File: config.mk
export PLATFORM = sky130hd
export DESIGN_NAME = morse_symbol_assembler_flat
export DESIGN_NICKNAME = d
export VERILOG_FILES = /design/src/rtl/morse_symbol_assembler_if.sv /design/src/rtl/morse_symbol_assembler.sv /design/src/flat_wrapper.sv
export SDC_FILE = /design/constraint.sdc
export NUM_CORES = 1
export LEC_CHECK = 0
export BUFFER_PORTS_ARGS = -buffer_cell sky130_fd_sc_hd__buf_2
export CORE_ASPECT_RATIO = 1.75
export CORE_MARGIN = 4
export CORE_UTILIZATION = 31
export CTS_CLUSTER_SIZE = 25
export DETAILED_ROUTE_END_ITERATION = 16
export PLACE_DENSITY = 0.51
export SLEW_MARGIN = 30
export SYNTH_ARGS = -nofsm -noshare
export SYNTH_HDL_FRONTEND = slang
export SYNTH_SLANG_ARGS = --single-unit
File: constraint.sdc
create_clock -name clk -period 2.1 [get_ports clk]
set_clock_uncertainty 0.15 [all_clocks]
set_input_delay 0.21 -clock clk [delete_from_list [all_inputs] [get_ports clk]]
set_output_delay 0.21 -clock clk [all_outputs]
set_load 0.05 [all_outputs]
File: src/rtl/morse_symbol_assembler_if.sv
// Character output channel of the Morse symbol assembler.
// The master drives the valid/len/bits/err fields and the slave answers with ready.
// The fields carry the registered code word handed to the downstream character lookup.
interface morse_symbol_assembler_if #(
  parameter int MAX_LEN = 5
) ();
  localparam int LEN_W = $clog2(MAX_LEN + 1);

  logic             out_valid;
  logic             out_ready;
  logic [LEN_W-1:0] out_len;
  logic [MAX_LEN-1:0] out_bits;
  logic             out_err;

  modport master (
    output out_valid,
    output out_len,
    output out_bits,
    output out_err,
    input  out_ready
  );

  modport slave (
    input  out_valid,
    input  out_len,
    input  out_bits,
    input  out_err,
    output out_ready
  );
endinterface

File: src/rtl/morse_symbol_assembler.sv
// Collects dot/dash symbols into a code word and closes it on a letter gap.
// Latency: out_valid rises one cycle after the end event (pulse or key-timer gap).
// Backpressure: the output register holds while !out_ready; a character closing onto a held one is dropped.
module morse_symbol_assembler #(
  parameter int MAX_LEN = 5,
  parameter int CNT_W   = 8,
  parameter int DASH_TH = 3,
  parameter int GAP_TH  = 3,
  parameter int MODE    = 0
) (
  input  logic clk,
  input  logic rst,
  input  logic tick_en,
  input  logic key,
  input  logic dot,
  input  logic dash,
  input  logic end_char,
  morse_symbol_assembler_if.master chr,
  output logic drop,
  output logic busy
);
  localparam int LEN_W = $clog2(MAX_LEN + 1);
  localparam logic [LEN_W-1:0] MAX_C  = LEN_W'(MAX_LEN);
  localparam logic [CNT_W-1:0] DASH_C = CNT_W'(DASH_TH);
  localparam logic [CNT_W-1:0] GAP_C  = CNT_W'(GAP_TH);
  localparam logic [CNT_W-1:0] CNT_MAX = {CNT_W{1'b1}};

  typedef enum logic [1:0] {IDLE, COLLECT, ERR} state_t;

  state_t             state, state_nxt, upd_state;
  logic [LEN_W-1:0]   len, len_nxt, upd_len;
  logic [MAX_LEN-1:0] bits, bits_nxt, upd_bits;
  logic               upd_err;
  logic               close;

  // Key timer state (only drives events when MODE == 1)
  logic [CNT_W-1:0] down_cnt, up_cnt, up_inc;
  logic             key_q, gap_fired;
  logic             t_release, t_dot, t_dash, t_end;

  logic ev_dot, ev_dash, ev_end;

  assign up_inc    = (up_cnt == CNT_MAX) ? up_cnt : up_cnt + 1'b1;
  assign t_release = tick_en && !key && key_q;
  assign t_dash    = t_release && (down_cnt >= DASH_C);
  assign t_dot     = t_release && (down_cnt < DASH_C);
  // The gap fires once per key-up run, and only if something is being collected
  // (a symbol released on this same tick counts).
  assign t_end     = tick_en && !key && !gap_fired && (up_inc == GAP_C) &&
                     ((len != '0) || (state == ERR) || t_release);

  assign ev_dot  = (MODE == 1) ? t_dot  : dot;
  assign ev_dash = (MODE == 1) ? t_dash : dash;
  assign ev_end  = (MODE == 1) ? t_end  : end_char;

  assign busy = (len != '0) || (state == ERR);

  // Key timer: press/release durations sampled on tick_en
  always_ff @(posedge clk or posedge rst) begin
    if (rst) begin
      down_cnt  <= '0;
      up_cnt    <= '0;
      key_q     <= 1'b0;
      gap_fired <= 1'b0;
    end else if (tick_en) begin
      key_q <= key;
      if (key) begin
        down_cnt  <= (down_cnt == CNT_MAX) ? down_cnt : down_cnt + 1'b1;
        up_cnt    <= '0;
        gap_fired <= 1'b0;
      end else begin
        up_cnt <= up_inc;
        if (key_q) begin
          down_cnt <= '0;
        end
        if (t_end) begin
          gap_fired <= 1'b1;
        end
      end
    end
  end

  // Collector next state: apply the symbol first, then close on end
  always_comb begin
    upd_state = state;
    upd_len   = len;
    upd_bits  = bits;
    if (ev_dot && ev_dash) begin
      upd_state = ERR;
    end else if (ev_dot || ev_dash) begin
      if (state != ERR) begin
        if (len < MAX_C) begin
          upd_bits  = bits | (MAX_LEN'(ev_dash) << len);
          upd_len   = len + 1'b1;
          upd_state = COLLECT;
        end else begin
          upd_state = ERR;
        end
      end
    end
    upd_err = (upd_state == ERR);
    // An end in IDLE with no symbol has nothing to close
    close = ev_end && (upd_state != IDLE);
    state_nxt = close ? IDLE : upd_state;
    len_nxt   = close ? '0   : upd_len;
    bits_nxt  = close ? '0   : upd_bits;
  end

  // Collector state register
  always_ff @(posedge clk or posedge rst) begin
    if (rst) begin
      state <= IDLE;
      len   <= '0;
      bits  <= '0;
    end else begin
      state <= state_nxt;
      len   <= len_nxt;
      bits  <= bits_nxt;
    end
  end

  // Output register: load on close when free or draining, else drop the newcomer
  always_ff @(posedge clk or posedge rst) begin
    if (rst) begin
      chr.out_valid <= 1'b0;
      chr.out_len   <= '0;
      chr.out_bits  <= '0;
      chr.out_err   <= 1'b0;
      drop          <= 1'b0;
    end else begin
      drop <= 1'b0;
      if (close) begin
        if (!chr.out_valid || chr.out_ready) begin
          chr.out_valid <= 1'b1;
          chr.out_len   <= upd_len;
          chr.out_bits  <= upd_bits;
          chr.out_err   <= upd_err;
        end else begin
          drop <= 1'b1;
        end
      end else if (chr.out_valid && chr.out_ready) begin
        chr.out_valid <= 1'b0;
        chr.out_len   <= '0;
        chr.out_bits  <= '0;
        chr.out_err   <= 1'b0;
      end
    end
  end
endmodule

File: src/flat_wrapper.sv
// flat-port wrapper written by rule: the top's interface ports become plain ports
module morse_symbol_assembler_flat 
#(
  parameter int MAX_LEN = 5,
  parameter int CNT_W   = 8,
  parameter int DASH_TH = 3,
  parameter int GAP_TH  = 3,
  parameter int MODE    = 0
)
  (clk, rst, tick_en, key, dot, dash, end_char, drop, busy, chr_out_valid, chr_out_len, chr_out_bits, chr_out_err, chr_out_ready);
  morse_symbol_assembler_if #(.MAX_LEN(MAX_LEN)) chr_i ();
  input  logic clk;
  input  logic rst;
  input  logic tick_en;
  input  logic key;
  input  logic dot;
  input  logic dash;
  input  logic end_char;
  output logic drop;
  output logic busy;
  output wire logic [$bits(chr_i.out_valid)-1:0] chr_out_valid;
  output wire logic [$bits(chr_i.out_len)-1:0] chr_out_len;
  output wire logic [$bits(chr_i.out_bits)-1:0] chr_out_bits;
  output wire logic [$bits(chr_i.out_err)-1:0] chr_out_err;
  input wire logic [$bits(chr_i.out_ready)-1:0] chr_out_ready;
  assign chr_out_valid = chr_i.out_valid;
  assign chr_out_len = chr_i.out_len;
  assign chr_out_bits = chr_i.out_bits;
  assign chr_out_err = chr_i.out_err;
  assign chr_i.out_ready = chr_out_ready;
  morse_symbol_assembler #(.MAX_LEN(MAX_LEN), .CNT_W(CNT_W), .DASH_TH(DASH_TH), .GAP_TH(GAP_TH), .MODE(MODE)) u_core (.clk(clk), .rst(rst), .tick_en(tick_en), .key(key), .dot(dot), .dash(dash), .end_char(end_char), .chr(chr_i), .drop(drop), .busy(busy));
endmodule
==> impl_results.md <==
* Internal power at 669 µW
* Status: completed
* IO Port Bufs at 17
* Routed vias at 700
* Fraction of layout cells with a size suffix above 1 at roughly 22%
* Peak VDD IR at around 0.33 mV
* DR WL/cell at 12.0 µm
* Crit path time final at 1.71 ns
* Global-route wire length before repair at just over 3000 µm
* Pwr/cell area at between 900 and 1000 nW/µm²
* Warnings from Yosys at 0
* H-tree Lvls at 1
* Worst setup SP type: flip-flop
* Combinational power share at between 20% and 30%
* Asr flop ratio synth at 100%
* Antenna Violating Nets Remaining at 0
* P&R area growth vs syn at 19.1%
* Netlist cell types at 29
* Crit end category: output pin
* Post-synthesis sequential area ratio at 54.8%
* Biggest area consumer among synthesized cells: dfrtp_1
* Reg clk slew, reported paths at 0.07 ns
* Pin count of the biggest net entering global routing at 22
* Clock sinks at 21
* Worst-Margin Slew at ~0.80 ns
* Clk root buf: clkbuf_8
* CTS tree: yes
* Post-CTS setup buffers at 0
* Highest net fanout along the worst path at 5
* Max Slew Vio Count at 0
* Max-cap violations at 0
* Die Y at a little over 80 µm
* Commonest non-fill, non-tap cell in the layout: dfrtp_1
* Post-cts hold buffer count at 2
* Setup CP Type: reg2out
* Most frequent cells in the layout: dfrtp_1 (21), buf_2 (17), nor2_1 (12)
* Drt first-iter violations at 12
* Placer congestion estimate at around 0.75
* WP data required at between 1.5 and 2 ns
* Post-synth EDFFs at 0
* Die area at approximately 4000 µm²
* Hold WS at 0.0745 ns
* Syn Inst Count at between 90 and 100
* Rows at 26
* Placeable core area at around 3000 µm²
* Seq cells post-synth at 21
* Residual DRC at 0
* Area contributors post-synth: dfrtp_1 (55%), nor2_1 (4.7%), nand3_1 (4.2%)
* Final wirelength at between 1500 and 2000 µm
* Initial Util at roughly a third
* Synth top area share at between 50% and 60%
* Avg Inst Size Synth at 10.5 µm²
* Total Routing Usage GR at a little over 10%
* Global route overflow at 0
* Max Freq at between 500 and 600 MHz
* Drt pass-1 iters at 4
* Seq pwr share at a little under half
* Number of cells upsized or downsized after cts at 0
* Synth Flop Type: dfrtp_1
* Vias in the first global route at 660
* Cell Chain, Critical Path: nor2b_1, nor2_1, nand2_1, buf_2
* TNS Setup at 0 ns
* Inserted Clock Buffers at 3
* Final std cells w/o fill at roughly 150
* Hold Violations, Final at 0
* Num ports at 20
* Hold WC Path Type: in2reg
* Syn_nets at 101
* # setup viols final at 0
* Arrival time at the worst endpoint at around 1.4 ns
* P_leak at between 0.0005 and 0.0006 µW
* Post-layout nets at roughly 120
* Initial antenna violation count at 0
* Clock Path Buffers at 2
* Net Sw Power at between 300 and 400 µW
* Switching share of power at ~37%
* Antenna diodes at 0
* Max-slew headroom at approximately 47%
* Post-Route Utilization at around two fifths
* Mapped Area at roughly 960 µm²
* Power share of the clock group at between 20% and 30%
* Final period utilization at approximately 81%
* Design area at approximately 1100 µm²
* Final HPWL DP at roughly 1400 µm
* Die Width at around 50 µm
* DR vias/cell at 4.55
* Crit-path slowest cell: dfrtp_1
* Crit path largest cell delay at approximately 0.41 ns
* Unrepaired setup endpoints after global routing: false
* Cell Area, Placed at ~1100 µm²
* Clock latency on the worst-skew pair at around 0.26 ns
* Dpl cells at 148
-- sequential cells by signal, indices dropped and copies added, names as in the netlist --
| register | cells |
|---|---|
| u_core.chr.out_err | 1 |
| u_core.len | 3 |
| u_core.bits | 5 |
| u_core.chr.out_len | 3 |
| u_core.drop | 1 |
| u_core.state | 2 |
| u_core.chr.out_valid | 1 |
| u_core.chr.out_bits | 5 |
-- stage by stage --
step / worst slack (ns) / total power [µW]
floorplan: 0.644 / 738
global placement: 0.543 / 810
detailed placement: 0.525 / 815
CTS: 0.387 / 1090
global route: 0.284 / 1120
finish: 0.393 / 1070
-- worst max-delay path, delay by kind of cell (launching register included) --
kind | cells | cell delay (ns)
AND/OR/NAND/NOR | 3 | 0.43
flip-flops | 1 | 0.41
buffers and inverters | 1 | 0.25
-- metal layers --
metal,vias to the layer above,share of wire (%),wire length [µm],GRT usage (%)
met5,-,0,0,0
met4,0,3.8,70,9.14
met3,5,3.1,58,1.81
met2,11,53,978,17.1
met1,329,40,745,11.0
li1,355,-,-,-
-- power groups by stage --
stage                     combinational (µW)  sequential, µW  clock, µW
after floorplan                          153             585          0
after global placement                   314             495          0
after detailed placement                 317             498          0
after CTS                                321             490        274
after global routing                     342             495        288
final                                    315             489        264
-- cell usage after synthesis, types with 2 or more instances --
cell type,count
a31oi_1,3
nand2_1,4
o21ai_0,8
a21oi_1,3
inv_1,4
buf_6,2
nor3_1,2
nor2_1,12
nand2b_1,2
mux2i_1,2
nand3_1,8
ha_1,2
nor2b_1,3
dfrtp_1,21
-- area by class of cell --
type                       instances  area, µm²
timing repair buffer              20        113
sequential                        21        526
multi-input combinational         63        390
inverter                           4       15.0
fill                             311       1820
clock buffer                       4       45.0
tap                               42       52.6
-- cells by family (layout without fill, tap and decap cells) --
family          after synthesis  in the layout  share of synthesized area (%)
simple gates                 36             36                           19.8
flops                        21             21                           54.8
compound gates               20             20                           13.3
buf+inv                       7             28                           4.44
fa+ha+maj                     3              3                           3.65
xor+xnor                      2              2                           1.83
mux                           2              2                           2.09
-- worst paths after layout --
check / start / to / slack (ns) / depth (start not counted)
min in group asynchronous: rst / u_core.chr.out_bits[2] / 0.48 / 3
setup / recovery: u_core.state[1] / busy / 0.39 / 4
setup reg to reg: u_core.len[1] / u_core.chr.out_err / 0.49 / 4
hold reg to reg: u_core.bits[1] / u_core.bits[1] / 0.34 / 2
max in group asynchronous: rst / u_core.chr.out_bits[0] / 0.81 / 3
hold / removal: chr_out_ready / u_core.chr.out_valid / 0.07 / 3
Note: power is estimated with default switching activity, not from simulation.
